===== src/rtl/board_serializer.sv =====
// Streams a solved board to a UART transmitter: m, n, then each active row packed LSB-first.
// Define SERIALIZER_CHECKSUM_EN to append an XOR checksum byte after the last row byte.
module board_serializer #(
    parameter int MAX_ROWS = 11,
    parameter int MAX_COLS = 11
) (
    input  logic                            clk,
    input  logic                            rst_n,
    input  logic                            valid_in,
    input  logic [MAX_ROWS*MAX_COLS-1:0]    solution,
    input  logic [$clog2(MAX_ROWS+1)-1:0]   m,
    input  logic [$clog2(MAX_COLS+1)-1:0]   n,
    input  logic                            transmit_done,
    output logic                            send,
    output logic [7:0]                      byte_out,
    output logic                            busy,
    output logic                            done,
    output logic                            dim_error
);

    localparam int MW      = $clog2(MAX_ROWS+1);
    localparam int NW      = $clog2(MAX_COLS+1);
    localparam int CELLS   = MAX_ROWS*MAX_COLS;
    localparam int BPR_MAX = (MAX_COLS+7)/8;
    localparam int KW      = (BPR_MAX > 1) ? $clog2(BPR_MAX) : 1;

    typedef enum logic [1:0] {IDLE, SEND, WAIT, FINISH} state_t;
    typedef enum logic [1:0] {ST_M, ST_N, ST_ROWS, ST_CSUM} stage_t;

    state_t             state_q;
    stage_t             stage_q, stage_d;
    logic [CELLS-1:0]   sol_q;
    logic [MW-1:0]      m_q;
    logic [NW-1:0]      n_q;
    logic [MW-1:0]      row_q, row_d;
    logic [KW-1:0]      k_q, k_d;
    logic [7:0]         byte_q, byte_d;
    logic               send_q, busy_q, done_q, dim_error_q;
    logic               last_d;
    int                 bpr;
`ifdef SERIALIZER_CHECKSUM_EN
    logic [7:0]         csum_q;
`endif

    // Gathers columns 8k..8k+7 of one row; columns at or beyond the active width read as 0.
    function automatic logic [7:0] rowByte(input logic [CELLS-1:0] sol, input int row,
                                           input int k, input int cols);
        logic [7:0]       b;
        logic [CELLS-1:0] shifted;
        b = '0;
        for (int i = 0; i < 8; i++) begin
            int col;
            col = 8*k + i;
            if (col < cols && col < MAX_COLS && row < MAX_ROWS) begin
                shifted = sol >> (row*MAX_COLS + col);
                b[i]    = shifted[0];
            end
        end
        return b;
    endfunction

    always_comb begin
        bpr     = (int'(n_q) + 7) / 8;
        stage_d = stage_q;
        row_d   = row_q;
        k_d     = k_q;
        byte_d  = byte_q;
        last_d  = 1'b0;
        case (stage_q)
            ST_M: begin
                stage_d = ST_N;
                byte_d  = 8'(n_q);
            end
            ST_N: begin
                stage_d = ST_ROWS;
                row_d   = '0;
                k_d     = '0;
                byte_d  = rowByte(sol_q, 0, 0, int'(n_q));
            end
            ST_ROWS: begin
                if (int'(k_q) + 1 < bpr) begin
                    k_d    = KW'(int'(k_q) + 1);
                    byte_d = rowByte(sol_q, int'(row_q), int'(k_q) + 1, int'(n_q));
                end else if (int'(row_q) + 1 < int'(m_q)) begin
                    row_d  = MW'(int'(row_q) + 1);
                    k_d    = '0;
                    byte_d = rowByte(sol_q, int'(row_q) + 1, 0, int'(n_q));
                end else begin
`ifdef SERIALIZER_CHECKSUM_EN
                    stage_d = ST_CSUM;
                    byte_d  = csum_q;
`else
                    last_d  = 1'b1;
`endif
                end
            end
            default: last_d = 1'b1;
        endcase
    end

    // Outputs are registered so send, done and dim_error are clean one-cycle pulses.
    always_ff @(posedge clk or negedge rst_n) begin
        if (!rst_n) begin
            state_q     <= IDLE;
            stage_q     <= ST_M;
            sol_q       <= '0;
            m_q         <= '0;
            n_q         <= '0;
            row_q       <= '0;
            k_q         <= '0;
            byte_q      <= '0;
            send_q      <= 1'b0;
            busy_q      <= 1'b0;
            done_q      <= 1'b0;
            dim_error_q <= 1'b0;
`ifdef SERIALIZER_CHECKSUM_EN
            csum_q      <= '0;
`endif
        end else begin
            done_q      <= 1'b0;
            dim_error_q <= 1'b0;
            case (state_q)
                IDLE: begin
                    if (valid_in) begin
                        if (m != '0 && int'(m) <= MAX_ROWS && n != '0 && int'(n) <= MAX_COLS) begin
                            sol_q   <= solution;
                            m_q     <= m;
                            n_q     <= n;
                            row_q   <= '0;
                            k_q     <= '0;
                            stage_q <= ST_M;
                            byte_q  <= 8'(m);
                            send_q  <= 1'b1;
                            busy_q  <= 1'b1;
                            state_q <= SEND;
`ifdef SERIALIZER_CHECKSUM_EN
                            csum_q  <= '0;
`endif
                        end else begin
                            dim_error_q <= 1'b1;
                        end
                    end
                end
                SEND: begin
                    send_q  <= 1'b0;
                    state_q <= WAIT;
`ifdef SERIALIZER_CHECKSUM_EN
                    csum_q  <= csum_q ^ byte_q;
`endif
                end
                WAIT: begin
                    if (transmit_done) begin
                        stage_q <= stage_d;
                        row_q   <= row_d;
                        k_q     <= k_d;
                        if (last_d) begin
                            done_q  <= 1'b1;
                            busy_q  <= 1'b0;
                            state_q <= FINISH;
                        end else begin
                            byte_q  <= byte_d;
                            send_q  <= 1'b1;
                            state_q <= SEND;
                        end
                    end
                end
                default: state_q <= IDLE;
            endcase
        end
    end

    assign send      = send_q;
    assign byte_out  = byte_q;
    assign busy      = busy_q;
    assign done      = done_q;
    assign dim_error = dim_error_q;

endmodule


===== config.mk =====
export PLATFORM = sky130hd
export DESIGN_NAME = board_serializer
export DESIGN_NICKNAME = d
export VERILOG_FILES = /design/src/rtl/board_serializer.sv
export SDC_FILE = /design/constraint.sdc
export NUM_CORES = 1
export LEC_CHECK = 0
export CAP_MARGIN = 25
export CORE_ASPECT_RATIO = 0.5
export CORE_UTILIZATION = 55
export DETAILED_ROUTE_END_ITERATION = 7
export PLACE_DENSITY = 0.76
export SYNTH_ARGS = -nofsm -noshare
export SYNTH_HDL_FRONTEND = slang
export SYNTH_SLANG_ARGS = --single-unit

===== constraint.sdc =====
create_clock -name clk -period 10.24 [get_ports clk]
set_clock_uncertainty 0.05 [all_clocks]
set_input_delay 1.536 -clock clk [delete_from_list [all_inputs] [get_ports clk]]
set_output_delay 1.536 -clock clk [all_outputs]
set_load 0.02 [all_outputs]

# Yosys cells after proc, flatten, opt, wreduce, memory -nomap -nowiden
# Cells that the tools add are included.
# op_classes
add_sub_neg	26
mul	2
magnitude_cmp	30
eq_ne	15
shift	16
muxes	73
n_bitwise	1
n_reduce_logical	43
# op_table
cell	count
121-bit by 32-bit >> shifter with 1-bit output	14
32-bit by 7-bit adder with 32-bit output	6
121-bit by 10-bit >> shifter with 1-bit output	1
121-bit by 9-bit >> shifter with 1-bit output	1
32-bit by 4-bit adder with 32-bit output, second input constant	3
32-bit by 3-bit adder with 32-bit output, second input constant	2
8-bit 2-to-1 mux	6
1-bit 2-to-1 mux	43
6-bit by 4-bit < comparator with 1-bit output	7
6-bit by 4-bit < comparator with 1-bit output, second input constant	7
32-bit by 1-bit adder with 32-bit output	1
32-bit by 2-bit adder with 32-bit output, second input constant	1
32-bit by 6-bit adder with 32-bit output	1
32-bit < comparator	1
32-bit by 5-bit < comparator with 1-bit output	1
1-bit logical AND	27
5-bit by 3-bit adder with 6-bit output, second input constant	4
8-bit case mux with 3 select lines	1
4-bit 2-to-1 mux	5
3-bit by 4-bit < comparator with 1-bit output, first input constant	4
4-bit case mux with 2 select lines	2
8-bit case mux with 2 select lines	1
5-bit AND reduction	3
2-bit 2-to-1 mux	7
36 further kinds	57
# totals
ff_bits	150
inputBits	133

# Depth between registers and ports, before layout
# depth
ltp_word	11
mapped_depth	23

# Worst setup path after synthesis
# No wires, ideal clock.
# synth_timing
kind	reg2reg
start	register row_q[0]
end	register byte_q[3], in the netlist byte_out[3]
arrival_time_ns	4.785
slack_ns	5.272
stages_incl_launch_ff	18
cell_sequence	dfrtp_1 buf_6 inv_1 buf_2 buf_1 ha_1 ha_1 fa_1 ha_1 xor2_4 a211oi_1 o21bai_4 nand2_1 or2_1 xor2_1 mux2_2 a2111oi_0 nor2_1
# synth_via
elab_chain_len	11
elab_cells_between_ends	26
# synth_lines
element	line_no	source
from (decl)	35	logic [MW-1:0] row_q, row_d;
from (signal assigned)	154	row_q <= row_d;
4-bit by 1-bit adder with 5-bit output	84, 87	
5-bit by 4-bit multiplier with 9-bit output	55	shifted = sol >> (row*MAX_COLS + col);
32-bit by 3-bit adder with 32-bit output	55	
121-bit by 32-bit >> shifter with 1-bit output	55	
1-bit 2-to-1 mux	54	if (col < cols && col < MAX_COLS && row < MAX_ROWS) begin
8-bit 2-to-1 mux	84	end else if (int'(row_q) + 1 < int'(m_q)) begin
8-bit 2-to-1 mux	81	if (int'(k_q) + 1 < bpr) begin
8-bit case mux with 3 select lines	69	case (stage_q)
8-bit 2-to-1 mux	156	if (last_d) begin
8-bit 2-to-1 mux	152	if (transmit_done) begin
8-bit case mux with 2 select lines	122	case (state_q)
to (signal assigned)	132	byte_q <= 8'(m);
to (signal assigned)	161	byte_q <= byte_d;
to (decl)	37	logic [7:0] byte_q, byte_d;
# Parallel ways exist; a longest one is shown, timed or not. The select of a mux whose other input is x is not followed.
# A chain may end at the register's enable or synchronous reset.

# Worst setup path after layout
# layout_timing
start	register row_q[2]
end	register byte_q[2], in the netlist byte_out[2]
# Same word-level chain as after synthesis.

==> results.tsv <==
metric	value	unit
Main synth FF type	dfrtp_1	
Final Hold Fails	0	
Mapped Cells	1485	
PD cells	304	nW/um^2
placed cells	1886	
largest net degree at the start of global routing	88	
max cap viols	0	
CP Max Fanout	18	
Die Y	115	microns
Register Area	3760	sq um
Clock Latency Late Sink	0.46	ns
Switching Share	49.1	%
crit-path leading delay family	adder cells	
GRT Overall Usage	40.4	%
worst path bufs/invs	1	
Final Util	65.7	%
Via density	6.79	
HPWL after detailed placement	39.2	mm
syn_area_per_cell	9.44	sq um
crit path capture type	flip-flop	
clk sinks	150	
vias in the first global route	12500	
most frequent CP cell	ha_1	
Nets	1755	
P_sw	2.40	mW
Area Overhead vs Synth	14.8	%
commonest non-fill, non-tap cell in the layout	nand2_1	
H-tree lvl count	4	
post-synth top area cell	dfrtp_1	
Multi-input gate area	9580	sq um
Hold Crit Class	reg -> reg	
die area	26200	sq um
grt total ovfl	0	
Internal	2.49	mW
CP max stage delay	0.92	ns
Clock Pin Slew Worst Setup and Hold Paths	0.06	ns
Syn Nets	1669	
hold buffer count at cts	0	
worst path required time	10.52	ns
sum of negative setup slack	0	ns
commonest cells after routing, fill and taps aside	458 x nand2_1, 149 x dfrtp_1, 143 x clkdlybuf4s50_1, 106 x mux4_2, 76 x mux2i_1	
initial antenna violation count	1	
Area contributors post-synth	dfrtp_1 27%, mux4_2 17%, nand2_1 12%, mux2i_1 5.4%, ha_1 4.2%	
final cell count without fillers	1923	
post-synth top area share	26.8	%
Post-CTS Setup Repair Bufs	0	
die width	228	microns
FP Rows	40	
Leakage Power	6.93	nW
DRC	0	
fmax	153	MHz
DR WL/cell	26.7	microns
Initial Util	57.3	%
Crit-path slowest cell	ha_1	
layout cell share with drive strength beyond 1	13.5	%
critical-path cell list	ha_1, inv_2, ha_1, fa_1, ha_1, and2_1, a21oi_1, xnor2_1, mux2i_1, nand3_1, and3_1, mux2i_1, o21ai_1	
Root Buffer	clkbuf_16	
clk buf depth	2	
fin crit period	6.55	ns
asr flop ratio synth	100	%
post-cts sizing count	0	
Setup Viol. Count Final	0	
max-slew violation count	0	
Core ar.	24500	sq um
RSZ-0062 raised after global routing	no	
Tightest Pin Transition	1.10	ns
first-pass GRT wire length	77.9	mm
number of flops mapped to enable cells by yosys	0	
FF+latch count, synth	150	
Final ANT Viol Nets	0	
GP Congestion	1.06	
logic gate share of total power	61.2	%
crit start category	flip-flop	
Critical Path AT	6.83	ns
max_slew headroom	25.9	%
Synth cell types	86	
cell area after layout	16100	sq um
Max IR drop VDD	0.000180	V
Yosys warnings	0	
Seq pwr share	25.5	%
DR vias	13100	
crit share post-route	64.0	%
clock share of power	13.2	%
First-pass DRT Iterations	8	
TritonCTS clock tree	yes	
fillcell total	1906	
status	complete, no violations	
critical path class	reg -> reg	
Routed Wire Length	51.3	mm
placed instance area	15500	sq um
drt first-iter violations	1720	
I/O Pins	145	
I/O Buffers	144	
sequential area share after synthesis	26.8	%
Syn Std Cell Area	14000	sq um
cts bufs inserted	17	
-- Yosys cell counts, types with 7 or more instances --
cell / number
mux4_1: 22
o211ai_1: 14
o2111ai_1: 7
a211oi_1: 18
ha_1: 47
xor2_1: 20
buf_2: 22
buf_6: 9
a211o_1: 7
inv_1: 32
a31oi_1: 9
nand2_1: 459
dfrtp_1: 150
mux2_2: 29
clkbuf_1: 45
nand4_1: 11
nor2_1: 46
o21ai_0: 51
a21oi_1: 45
nand3_1: 29
buf_4: 10
mux2i_1: 76
buf_1: 8
nor2b_1: 19
mux4_2: 106
nor3_1: 21
xnor2_1: 34
a21o_1: 7
-- power groups by stage --
stage | clock network [mW] | registers, mW | logic (mW)
2_1_floorplan | 0 | 1.07 | 2.01
3_3_place_gp | 0 | 1.19 | 2.81
3_5_place_dp | 0 | 1.22 | 2.85
4_1_cts | 0.650 | 1.22 | 2.87
5_1_grt | 0.670 | 1.27 | 3.13
6_report | 0.647 | 1.25 | 2.99
-- cell type report --
cell class              instances  share of cell area [%]
diodes                          3                  0.0467
clock buffers                  19                    2.75
clock inverters                13                   0.856
inverters                      33                   0.770
multi-input cells            1203                    59.6
flip-flops and latches        150                    23.4
well taps                     336                    2.61
repair buffers                166                    10.0
-- worst paths after layout --
kind	end	depth (start not counted)	start	slack [ns]
min	byte_out[0]$_DFFE_PN0P_	2	byte_out[0]$_DFFE_PN0P_	0.46
max reg2reg	byte_out[2]$_DFFE_PN0P_	13	row_q[2]$_DFFE_PN0P_	3.69
min in group asynchronous	sol_q[2]$_DFFE_PN0P_	1	rst_n	1.10
min reg2reg	byte_out[0]$_DFFE_PN0P_	2	byte_out[0]$_DFFE_PN0P_	0.46
max in group asynchronous	sol_q[90]$_DFFE_PN0P_	2	rst_n	7.61
max	byte_out[2]$_DFFE_PN0P_	13	row_q[2]$_DFFE_PN0P_	3.69
-- cells by family (layout without fill, tap and decap cells) --
kind of cell	after synthesis	count (layout)	share of synthesized area [%]
flops	150	150	26.8
buf+inv	132	231	5.03
fa+ha+maj	51	51	4.77
other cells	0	3	0
xor+xnor	61	61	4.27
compound gates	226	226	11.0
mux	235	235	29.1
simple gates	630	630	19.0
-- layer usage --
layer	global-route usage, %	up-vias	part of all wire, %	wire length, microns
met3	15.6	96	14	7130
met5	1.74	-	0.26	133
met2	58.0	842	42	21300
met1	57.9	6524	43	21900
li1	-	5590	-	-
met4	7.97	2	1.5	786
-- registers in the layout, summed over array words and instances, names as in the netlist --
name and flops:
sol_q 121, byte_out 8, m_q 4, n_q 4, row_q 4, stage_q 2
state_q 2, busy 1, dim_error 1, done 1, k_q 1, send 1
-- worst min-delay path: stages (launching register included) --
cell,delay [ns]
dfrtp_1,0.35
nand2_1,0.06
o31ai_2,0.06
-- metrics by stage --
step	setup WS, ns	hold WS, ns	power, mW
finish	3.69	0.457	4.89
global route	3.64	0.484	5.08
CTS	4.11	0.461	4.74
detailed placement	4.11	0.443	4.07
global placement	4.14	0.420	4.00
floorplan	5.27	0.408	3.09
No activity file was read; power rests on OpenSTA's default activity.
